==> src/rtl/att_sched_pkg.sv <==
// Shared defaults, state encoding and index-width helper for the attenuator update scheduler.
package att_sched_pkg;

  localparam int N_CH_DEF    = 16;
  localparam int N_BITS_DEF  = 6;
  localparam int CLK_DIV_DEF = 200;
  localparam int LE_HOLD_DEF = 4;

  typedef enum logic [2:0] {
    ST_IDLE,
    ST_LOAD,
    ST_SHIFT,
    ST_LATCH,
    ST_GAP
  } sched_state_t;

  // Index width with a floor of one bit so single-entry counters still elaborate.
  function automatic int idx_w(input int n);
    return (n > 1) ? $clog2(n) : 1;
  endfunction

endpackage

==> src/rtl/att_spi_shift.sv <==
// SPI bit engine: shifts N_BITS MSB first, CLK_DIV/2 cycles SCK low then CLK_DIV/2 high per bit.
// First bit appears the cycle after start; last_edge flags the cycle before the final SCK fall.
module att_spi_shift
  import att_sched_pkg::*;
#(
  parameter int N_BITS  = N_BITS_DEF,
  parameter int CLK_DIV = CLK_DIV_DEF
) (
  input  logic              clk,
  input  logic              reset_n,
  input  logic              start,
  input  logic [N_BITS-1:0] data,
  output logic              spi_clk,
  output logic              spi_mosi,
  output logic              last_edge
);

  localparam int HALF  = CLK_DIV / 2;
  localparam int HC_W  = idx_w(HALF);
  localparam int BIT_W = idx_w(N_BITS);

  logic              active;
  logic [HC_W-1:0]   hcnt;
  logic [BIT_W-1:0]  bcnt;
  logic [N_BITS-1:0] sreg;

  assign last_edge = active && spi_clk && (hcnt == HC_W'(HALF - 1)) &&
                     (bcnt == BIT_W'(N_BITS - 1));

  always_ff @(posedge clk or negedge reset_n) begin
    if (!reset_n) begin
      active   <= 1'b0;
      hcnt     <= '0;
      bcnt     <= '0;
      sreg     <= '0;
      spi_clk  <= 1'b0;
      spi_mosi <= 1'b0;
    end else if (start) begin
      active   <= 1'b1;
      hcnt     <= '0;
      bcnt     <= '0;
      sreg     <= data;
      spi_clk  <= 1'b0;
      spi_mosi <= data[N_BITS-1];
    end else if (active) begin
      if (hcnt == HC_W'(HALF - 1)) begin
        hcnt <= '0;
        if (!spi_clk) begin
          spi_clk <= 1'b1;
        end else begin
          // End of a high phase: either finish or present the next bit with SCK falling.
          spi_clk <= 1'b0;
          if (last_edge) begin
            active   <= 1'b0;
            spi_mosi <= 1'b0;
          end else begin
            bcnt     <= bcnt + 1'b1;
            sreg     <= {sreg[N_BITS-2:0], 1'b0};
            spi_mosi <= sreg[N_BITS-2];
          end
        end
      end else begin
        hcnt <= hcnt + 1'b1;
      end
    end
  end

endmodule

==> src/rtl/att_update_sched.sv <==
// Round-robin scheduler pushing shadow attenuation codes over one shared SPI pair, then pulsing LE.
// done fires 3 + N_BITS*CLK_DIV + LE_HOLD cycles after a write in IDLE; writes are never stalled.
// ATT_POWERUP_LOAD_EN: reset loads max attenuation into every shadow and marks all channels pending.
module att_update_sched
  import att_sched_pkg::*;
#(
  parameter  int N_CH    = N_CH_DEF,
  parameter  int N_BITS  = N_BITS_DEF,
  parameter  int CLK_DIV = CLK_DIV_DEF,
  parameter  int LE_HOLD = LE_HOLD_DEF,
  localparam int CH_W    = idx_w(N_CH)
) (
  input  logic              clk,
  input  logic              reset_n,
  input  logic              wr_en,
  input  logic [CH_W-1:0]   wr_ch,
  input  logic [N_BITS-1:0] wr_data,
  input  logic [N_CH-1:0]   ch_mask,
  output logic [N_CH-1:0]   pending,
  output logic              busy,
  output logic              spi_clk,
  output logic              spi_mosi,
  output logic [N_CH-1:0]   le,
  output logic              done,
  output logic [CH_W-1:0]   done_ch
);

  localparam int LAT_W = idx_w(LE_HOLD);

`ifdef ATT_POWERUP_LOAD_EN
  localparam logic [N_BITS-1:0] SHADOW_RST = '1;
  localparam logic [N_CH-1:0]   PEND_RST   = '1;
`else
  localparam logic [N_BITS-1:0] SHADOW_RST = '0;
  localparam logic [N_CH-1:0]   PEND_RST   = '0;
`endif

  sched_state_t      state, state_nxt;
  logic [N_BITS-1:0] shadow [N_CH];
  logic [N_CH-1:0]   pend_q, pend_nxt, eligible;
  logic [CH_W-1:0]   rr_ptr, cur_ch, pick_ch;
  logic [LAT_W-1:0]  lat_cnt;
  logic              pick_vld, shift_start, last_edge, wr_ok;

  assign wr_ok    = wr_en && (int'(wr_ch) < N_CH);
  assign eligible = pend_q & ch_mask;
  assign pending  = pend_q;

  // Scan downward so the lowest offset from rr_ptr is the last (winning) assignment.
  always_comb begin : rr_pick
    logic [CH_W-1:0] idx;
    pick_vld = 1'b0;
    pick_ch  = '0;
    idx      = '0;
    for (int i = N_CH - 1; i >= 0; i--) begin
      idx = CH_W'((int'(rr_ptr) + i) % N_CH);
      if (eligible[idx]) begin
        pick_vld = 1'b1;
        pick_ch  = idx;
      end
    end
  end

  // A write landing on cur_ch during LOAD re-arms pending so the newer code is sent later.
  always_comb begin
    pend_nxt = pend_q;
    if (state == ST_LOAD) pend_nxt[cur_ch] = 1'b0;
    if (wr_ok)            pend_nxt[wr_ch]  = 1'b1;
  end

  always_ff @(posedge clk or negedge reset_n) begin
    if (!reset_n) begin
      pend_q <= PEND_RST;
      for (int i = 0; i < N_CH; i++) shadow[i] <= SHADOW_RST;
    end else begin
      pend_q <= pend_nxt;
      if (wr_ok) shadow[wr_ch] <= wr_data;
    end
  end

  always_ff @(posedge clk or negedge reset_n) begin
    if (!reset_n) state <= ST_IDLE;
    else          state <= state_nxt;
  end

  always_comb begin
    state_nxt   = state;
    busy        = (state != ST_IDLE);
    shift_start = 1'b0;
    le          = '0;
    done        = 1'b0;
    done_ch     = '0;
    case (state)
      ST_IDLE:  if (pick_vld) state_nxt = ST_LOAD;
      ST_LOAD: begin
        shift_start = 1'b1;
        state_nxt   = ST_SHIFT;
      end
      ST_SHIFT: if (last_edge) state_nxt = ST_LATCH;
      ST_LATCH: begin
        le[cur_ch] = 1'b1;
        if (lat_cnt == LAT_W'(LE_HOLD - 1)) state_nxt = ST_GAP;
      end
      ST_GAP: begin
        done      = 1'b1;
        done_ch   = cur_ch;
        state_nxt = ST_IDLE;
      end
      default:  state_nxt = ST_IDLE;
    endcase
  end

  always_ff @(posedge clk or negedge reset_n) begin
    if (!reset_n) begin
      cur_ch  <= '0;
      rr_ptr  <= '0;
      lat_cnt <= '0;
    end else begin
      if (state == ST_IDLE && pick_vld) cur_ch <= pick_ch;
      if (state == ST_GAP) rr_ptr <= (int'(cur_ch) == N_CH - 1) ? '0 : cur_ch + 1'b1;
      lat_cnt <= (state == ST_LATCH) ? lat_cnt + 1'b1 : '0;
    end
  end

  att_spi_shift #(
    .N_BITS  (N_BITS),
    .CLK_DIV (CLK_DIV)
  ) u_shift (
    .clk       (clk),
    .reset_n   (reset_n),
    .start     (shift_start),
    .data      (shadow[cur_ch]),
    .spi_clk   (spi_clk),
    .spi_mosi  (spi_mosi),
    .last_edge (last_edge)
  );

endmodule

==> config.mk <==
export PLATFORM = sky130hd
export DESIGN_NAME = att_update_sched
export DESIGN_NICKNAME = d
export VERILOG_FILES = /design/src/rtl/att_sched_pkg.sv /design/src/rtl/att_spi_shift.sv /design/src/rtl/att_update_sched.sv
export SDC_FILE = /design/constraint.sdc
export NUM_CORES = 1
export LEC_CHECK = 0
export CAP_MARGIN = 40
export CELL_PAD_IN_SITES_DETAIL_PLACEMENT = 0
export CELL_PAD_IN_SITES_GLOBAL_PLACEMENT = 1
export CORE_AREA = 2 2 154 156
export DETAILED_ROUTE_END_ITERATION = 8
export DIE_AREA = 0 0 156 158
export GPL_TIMING_DRIVEN = 0
export PLACE_DENSITY_LB_ADDON = 0.1
export RECOVER_POWER = 100
export REMOVE_ABC_BUFFERS = 1
export SLEW_MARGIN = 20
export SYNTH_ARGS = -nofsm -noshare
export SYNTH_HDL_FRONTEND = slang
export SYNTH_SLANG_ARGS = --single-unit
==> constraint.sdc <==
create_clock -name clk -period 7.52 [get_ports clk]
set_input_delay 0.752 -clock clk [delete_from_list [all_inputs] [get_ports clk]]
set_output_delay 0.752 -clock clk [all_outputs]
set_load 0.05 [all_outputs]
* After elaboration in Yosys (flattened, before gate mapping)
Index checks and enable logic that the tools add are counted.
Widths: inputs -> output; s select.
** Word-level totals
- Input bits :: 29
- Logic and storage cells :: 216
- Flip-flop bits (word level) :: 143
- Output and inout bits :: 40
** Operators by class
- Equal/unequal tests :: 12
- Reductions and logical operators :: 16
- Mux-type cells :: 113
- $lt $le $gt $ge :: 23
- Add/sub/neg operators :: 19
- Bitwise operators :: 6
** Operators with widths (count)
- $bwmux 96 :: 1
- $lt 4x5->1 const B :: 18
- $mux 4 :: 18
- $bmux 1 s4 :: 16
- $mux 1 :: 50
- $mux 16 :: 3
- $add 4x4->4 const B :: 8
- $and 16x16->16 :: 2
- $mux 5 :: 5
- $bmux 6 s4 :: 1
- $demux 6 s4 :: 1
- $mux 3 :: 8
- $mux 7 :: 3
- $mux 6 :: 3
- $add 4x3->4 const B :: 4
- $not 16->16 :: 1
- $or 16x16->16 :: 1
- $pmux 3 s4 :: 1
- $ge 5x5->1 const B :: 2
- $not 4->5 :: 2
- $add 4x1->4 const B :: 2
- $add 4x2->4 const B :: 2
- $demux 1 s4 :: 2
- $ge 4x1->1 const B :: 2
- other kinds (19) :: 33

* Logic depth before layout (Yosys ltp)
Gate-level depths: netlist (run 1).
- Depth after elaboration :: 21
- Depth in mapped cells :: 15
- Depth with buffers taken out :: 11

* By module
From an unflattened synthesis (run 1), not the netlist that was laid out.
** Unflattened totals
- Cells, all modules :: 819
- Area, all modules :: 9120.0 um^2
** By module, submodules not included
- att_update_sched :: cells an instance 716, instances 1, area each 8109.0 um^2, seq. area each 3128.0 um^2
- att_spi_shift :: cells an instance 103, instances 1, area each 1011.0 um^2, seq. area each 450.4 um^2

* Worst setup path before layout (run 1)
Ideal clock, no wire load.
- Kind :: reg-to-reg
- Start point :: register rr_ptr[1]
- End point :: register cur_ch[1]
- Slack :: 4016 ps
- Data arrival time :: 3383 ps
- Period minus slack after synthesis :: 3504 ps
- Stages on the path, launching flop included :: 13
- Required time :: 7399 ps
- Library setup time :: 121 ps
- Buffers on the path :: 2
- Path through :: dfrtp_1 > inv_1 > clkbuf_1 > ha_1 > clkbuf_2 > xor2_1 > mux4_2 > mux2i_2 > nor2b_1 > nand4_1 > o21bai_4 > a21oi_1 > a22o_1
** On the way
- Word-level cells in the longest chain between the ends :: 20
- Elaborated cells between the ends (all ways) :: 80
- Classes of those cells :: add/sub: 15; mux: 64; reduce/logical: 1
** Ends and longest elaborated chain
- from (decl) :: line att_update_sched.sv:41 : logic [CH_W-1:0] rr_ptr, cur_ch, pick_ch;
- from (signal assigned) :: line att_update_sched.sv:120 : if (state == ST_GAP) rr_ptr <= (int'(cur_ch) == N_CH - 1) ? '0 : cur_ch + 1'b1;
- $add 4x4->4 :: line att_update_sched.sv:56 : idx = CH_W'((int'(rr_ptr) + i) % N_CH);
- $bmux 1 s4 :: line att_update_sched.sv:57 : if (eligible[idx]) begin
- $mux 1 (implied by the code) :: line att_update_sched.sv:57
- $mux 1 (16 in series) :: line att_update_sched.sv:57
- $logic_and 1x1->1 :: line att_update_sched.sv:119 : if (state == ST_IDLE && pick_vld) cur_ch <= pick_ch;
- to (signal assigned) :: line att_update_sched.sv:119
- to (decl) :: line att_update_sched.sv:41
Several ways; a longest one is shown, not always the timed one. The select of a mux whose other input is x is not followed.
A chain may end at the register's enable or synchronous reset.

* Worst setup path in the final report (run 1)
- Start point :: register rr_ptr[1]
- End point :: register cur_ch[3]
The elaborated chain is that of the path after synthesis.

==> results of run 1 <==
## final cells by class
| class | count | area [µm²] |
|---|---|---|
| clock inverters | 15 | 224 |
| flip-flops and latches | 143 | 3580 |
| fillers | 2117 | 12400 |
| multi-input cells | 639 | 5220 |
| clock buffers | 17 | 425 |
| inverters | 14 | 52.6 |
| repair buffers | 81 | 806 |
| well taps | 290 | 363 |
## registers in the layout, summed over array words and instances (netlist names), 2 cells and up
name / flops
pending: 16
rr_ptr: 4
u_shift.bcnt: 3
cur_ch: 4
state: 3
u_shift.hcnt: 7
shadow: 96
u_shift.sreg: 5
lat_cnt: 2
## cells in the mapped netlist, drive strengths merged (11+ instances only)
library cell	number
a21oi	29
and2	23
and3	12
buf	11
clkbuf	37
dfrtp	143
ha	15
inv	11
mux2	97
mux2i	15
mux4	47
nand2	76
nand2b	11
nand3	21
nand3b	14
nand4	24
nand4b	15
nor2	60
nor3	11
o21ai	49
o22ai	12
xnor2	14
## worst max-delay path: cells and delay by family (launching register included)
kind | cells | cell delay (ns)
flip-flops | 1 | 0.56
XOR/XNOR | 1 | 0.77
AO/OA/AOI/OAI | 3 | 1.07
multiplexers | 1 | 0.64
AND/OR/NAND/NOR | 4 | 0.88
buffers and inverters | 2 | 1.33
adder cells (fa/ha/maj) | 1 | 0.47
## kinds of logic after synthesis
| family | synth area share, % |
|---|---|
| AND/OR/NAND/NOR | 17.6 |
| adder cells (fa/ha/maj) | 2.07 |
| XOR/XNOR | 1.93 |
| AO/OA/AOI/OAI | 10.5 |
| buffers and inverters | 2.86 |
| flip-flops | 39.5 |
| multiplexers | 25.6 |
## through the flow
stage	utilization (%)	instance area, µm²	setup slack [ns]
floorplan	-	8860	3.64
global placement	43.0	9900	0.225
detailed placement	43.7	10100	2.86
CTS	46.5	10700	2.83
global route	46.3	10700	1.33
finish	46.3	10700	1.69
## routing by layer
layer  routed length [µm]  track usage, %  vias to the layer above
met5                    0               0                        -
met4                  847            9.22                        0
met3                 1120            3.78                       53
met2                13800            39.4                      194
met1                11200            28.2                     3558
li1                     -               -                     3274
## final timing paths
kind                       cells past startpoint             startpoint                endpoint  slack, ns
setup / recovery                              12  rr_ptr[1]$_DFFE_PN0P_   cur_ch[3]$_DFFE_PN0P_       1.69
max in group asynchronous                      1                reset_n   cur_ch[1]$_DFFE_PN0P_       4.48
min in group asynchronous                      1                reset_n  shadow[69]$_DFFE_PN0P_       1.21
hold / removal                                 1   lat_cnt[0]$_DFF_PN0_    lat_cnt[0]$_DFF_PN0_       0.43
setup reg to reg                              12  rr_ptr[1]$_DFFE_PN0P_   cur_ch[3]$_DFFE_PN0P_       1.69
hold reg to reg                                1   lat_cnt[0]$_DFF_PN0_    lat_cnt[0]$_DFF_PN0_       0.43
## power groups by stage
| stage | combinational, µW | clock (µW) | sequential, µW |
|---|---|---|---|
| 6_report | 329 | 920 | 953 |
| 5_1_grt | 355 | 982 | 967 |
| 4_1_cts | 335 | 939 | 953 |
| 3_5_place_dp | 334 | 0 | 967 |
| 3_3_place_gp | 321 | 0 | 956 |
| 2_1_floorplan | 221 | 0 | 950 |
## cell usage in the layout (no fill, tap or decap), types with 17 or more instances in the layout
| cell | instances |
|---|---|
| dfrtp_1 | 141 |
| mux2_2 | 97 |
| nand2_1 | 76 |
| nor2_1 | 60 |
| o21ai_0 | 49 |
| mux4_2 | 47 |
| dlygate4sd3_1 | 41 |
| a21oi_1 | 29 |
| clkdlybuf4s50_1 | 26 |
| nand4_1 | 24 |
| nand3_1 | 21 |
| and2_1 | 20 |
| clkbuf_16 | 17 |
==> impl_metrics.toml, run 1 <==
[timing]
fin_crit_ns = 5.83
finClkSkew_ns = 0.0130
setup_viol = 0
final_max_slew_viol_count = 49
min_period_over_period_pct = 77.6
rsz0062_at_grt = "false"
setup_tns_ns = 0
hold_slack_ns = 0.435
relSlewSlack_pct = -87.3
timing.fmax_ghz = 0.171
worstMarginPinSlew_ns = 2.81
hold_viol_final = 0

[setup_path]
crit_type = "flop to flop"
cp-end-kind = "flop"
path_cells = "clkbuf_1 -> inv_1 -> ha_1 -> xnor2_1 -> nand4b_1 -> and4_1 -> mux2i_1 -> nor2b_1 -> nand4_1 -> o21bai_1 -> a2111oi_0 -> a21o_1"
slowest_stage = "xnor2_1"
start_kind = "flop"
max_stage_delay_ns = 0.77
arrival_ns = 6.14
cp_data_required_time_ns = 7.83
crit_fanout = 19

[min_path]
holdCritPathClass = "flop to flop"

[synthesis]
synth-edff-count = 0
synth_area_leaders = "dfrtp_1 (39%), mux2_2 (12%), mux4_2 (12%)"
avgSynthCellArea_um2 = 10.7
synth_top_area_share_pct = 39.5
ys.warnings.count = 0
synthesis.area_um2 = 9070
synthCells = 844
yosys.area.top_type = "dfrtp_1"
ys_ff_latch = 143
synth-async-reset-ratio_pct = 100
ys_seq_area_share_pct = 39.5
ys_dominant_reg_cell = "dfrtp_1"
synth.distinct_cells = 69

[drt]
drtPass1Iterations = 5
via_count = 7079
ant_nets = 0
routed_via_density = 5.90
drc = 0
drt_iter0_drc = 448
routed_wl_mm = 27.0
wl_per_cell_um = 22.5

[clocking]
cts_buffers = 17
cts_tree = "done"
clk_latency_ns = 0.43
cts_hold_buffers = 0
cts-root-buf = "clkbuf_16"
cts.sinks = 143
clk_pin_slew_ns = 0.07
cts_resized = 0
htree_levels = 4
cts.path.max_buffers = 2
post_cts_buffers = 0

[floorplan]
die_height_um = 158
io_pins = 69
dieArea_um2 = 24600
die_x_um = 156
initial_core_util_pct = 39.3
rows = 56
core-area_um2 = 23100

[grt]
grt_pass1_wl_mm = 41.9
grt_overflow_total = 0
antenna_found_initial = 0
grt_util_all_layers_pct = 22.7
grt_max_degree = 96
grt_pass1_vias = 7126

[pwr]
intPower_uw = 1620
power_frac_comb_pct = 14.9
power_frac_seq_pct = 43.3
leakage_uw = 0.00418
netSwitchingFraction_pct = 26.5
p_sw_uw = 584
power.density_nw_per_um2 = 206
power_uw = 2200
pwr-share-clk_pct = 41.8
max-vdd-ir-drop_mv = 0.179

[layout]
antennaDiodeCount = 0
finalNetCount = 940
stdcell_count = 1199
syn2layout_area_growth_pct = 17.6
drive_above_1_share_pct = 22.6

[status]
status = "finished, violations left"
violations = "max-capacitance violations, max-slew violations"

[placed_design]
dp_hpwl_mm = 20.3
gp_congestion = 0.854
place_inst = 1166
io_buffers = 68

[job]
maxCapViolCount = 1
Note: power is estimated with default switching activity, not from simulation.
==> inputs of run 2 (changes only) <==
- clock period: 7.52 -> 4.8 ns (I/O delays scaled with it)
==> run 2 against run 1 <==
The flow still finishes with violations (max-capacitance violations, max-slew violations); largest cell class unchanged; clock power up 57%; utilization up 0.13 points; flip-flop and latch count unchanged; global-route usage about the same; sequential share of layout area down 0.071 points; first-iteration DRC count up 3.3%; critical path depth down 1; total power up 57%; clock-buffer cell count unchanged.
==> impl_metrics.toml, run 2 (synthesized netlist as in run 1, its figures left out) <==
[drt]
wl_per_cell_um = 22.5
drtPass1Iterations = 5
routed_via_density = 5.93
via_count = 7111
routed_wl_mm = 27.0
drt_iter0_drc = 463
ant_nets = 0
drc = 0

[clocking]
cts_buffers = 17
clk_pin_slew_ns = 0.07
cts.path.max_buffers = 2
cts_tree = "done"
clk_latency_ns = 0.43
htree_levels = 4
cts-root-buf = "clkbuf_16"
post_cts_buffers = 0
cts.sinks = 143

[layout]
top_register = "shadow"
fin_util_pct = 46.4
layout_common_cells = "dfrtp_1 (141), mux2_2 (97), nand2_1 (76)"
largest_register_ffs = 96
finalNetCount = 941
multi_input_area_um2 = 5240
syn2layout_area_growth_pct = 18.0
fill_cells = 2117
antennaDiodeCount = 0
final_common_cell = "dfrtp_1"
seqCellArea_um2 = 3580
drive_above_1_share_pct = 23.1

[setup_path]
cp_data_required_time_ns = 5.11
start_kind = "flop"
ff2ff_path_depth = 11
crit_start = "rr_ptr[1]$_DFFE_PN0P_"
cp_num_buf_inv = 2
crit_type = "flop to flop"
crit_fanout = 19
endpoint = "cur_ch[3]$_DFFE_PN0P_"
rrSetupSlack_ns = 0.19
crit-reg2reg-launch = "rr_ptr[1]$_DFFE_PN0P_"
slowest_stage = "mux4_2"
rr_endpoint = "cur_ch[3]$_DFFE_PN0P_"
cp.depth = 11
max_stage_delay_ns = 0.63
cp-end-kind = "flop"
arrival_ns = 4.92
path_cells = "buf_8 -> clkinvlp_4 -> ha_1 -> xor2_1 -> mux4_2 -> mux2i_2 -> nor2b_1 -> nand4_1 -> o21bai_4 -> a2111oi_0 -> a21o_1"
crit_family = "multiplexers"

[floorplan]
core-area_um2 = 23100
dieArea_um2 = 24600
die_height_um = 158
rows = 56
die_x_um = 156
initial_core_util_pct = 39.3
io_pins = 69

[status]
status = "finished, violations left"
violations = "max-capacitance violations, max-slew violations"

[timing]
min_period_over_period_pct = 96.1
relSlewSlack_pct = -77.8
hold_viol_final = 0
hold_slack_ns = 0.435
setup_viol = 0
timing.fmax_ghz = 0.217
worst_slack_ns = 0.187
fin_crit_ns = 4.61
finClkSkew_ns = 0.0135
rsz0062_at_grt = "false"
worstMarginPinSlew_ns = 2.67
final_max_slew_viol_count = 50

[grt]
antenna_found_initial = 0
grt_util_all_layers_pct = 22.7
grt_overflow_total = 0
grt_pass1_vias = 7128
grt_pass1_wl_mm = 41.9
grt_max_degree = 96

[pwr]
max-vdd-ir-drop_mv = 0.280
power.density_nw_per_um2 = 323
leakage_uw = 0.00420

[placed_design]
io_buffers = 68
dp_hpwl_mm = 20.3
place_ws_ns = 0.137
gp_congestion = 0.854

[job]
maxCapViolCount = 1

[min_path]
hold_path.startpoint = "lat_cnt[0]$_DFF_PN0_"
holdCritPathClass = "flop to flop"
-- run 2: changes by cell type in the layout (fill, tap and decap cells not counted), sizes merged --
| cell | change |
|---|---|
| clkinvlp | +1 |
| inv | -1 |
| dlygate4sd3 | +1 |
-- run 2: final cells by class --
cell class / count / share of cell area [%]
well taps: 290 / 3.39
flip-flops and latches: 143 / 33.5
multi-input cells: 639 / 49.0
clock inverters: 15 / 2.09
inverters: 14 / 0.526
repair buffers: 82 / 7.54
clock buffers: 17 / 3.98
-- run 2: report_power, final --
group          switching, µW  total [µW]  internal [µW]
Sequential              97.2        1490           1400
Combinational            225         515            290
Clock                    595        1440            848
-- run 2: metrics by stage --
step           cells  setup TNS [ns]  total power [µW]  cell area [µm²]
2_1_floorplan    796               0              1840             8860
3_3_place_gp    1154         -317.50              2000             9900
3_5_place_dp    1166               0              2040            10100
4_1_cts         1199               0              3490            10700
5_1_grt         1200               0              3610            10700
6_report        1200               0              3450            10700
-- run 2: timing repair --
action,in CTS,in global routing
hold buffers,1,0
setup endpoints to repair,0,3
hold endpoints to repair,48,0
gates resized for setup,0,3
-- run 2: worst min path at each step --
stage | endpoint | slack, ns | depth (start not counted)
floorplan | cur_ch[0]$_DFFE_PN0P_ | 0.18 | 0
global placement | lat_cnt[0]$_DFF_PN0_ | 0.42 | 1
detailed placement | shadow[58]$_DFFE_PN0P_ | 0.42 | 1
CTS | lat_cnt[0]$_DFF_PN0_ | 0.44 | 1
global route | lat_cnt[0]$_DFF_PN0_ | 0.46 | 1
finish | lat_cnt[0]$_DFF_PN0_ | 0.43 | 1
-- run 2: metal layers --
| metal | track usage, % | vias up | part of all wire, % |
|---|---|---|---|
| met5 | 0 | - | 0 |
| met4 | 9.22 | 0 | 3.0 |
| met3 | 3.78 | 48 | 4.0 |
| met2 | 39.4 | 192 | 51 |
| met1 | 28.2 | 3591 | 42 |
| li1 | - | 3280 | - |
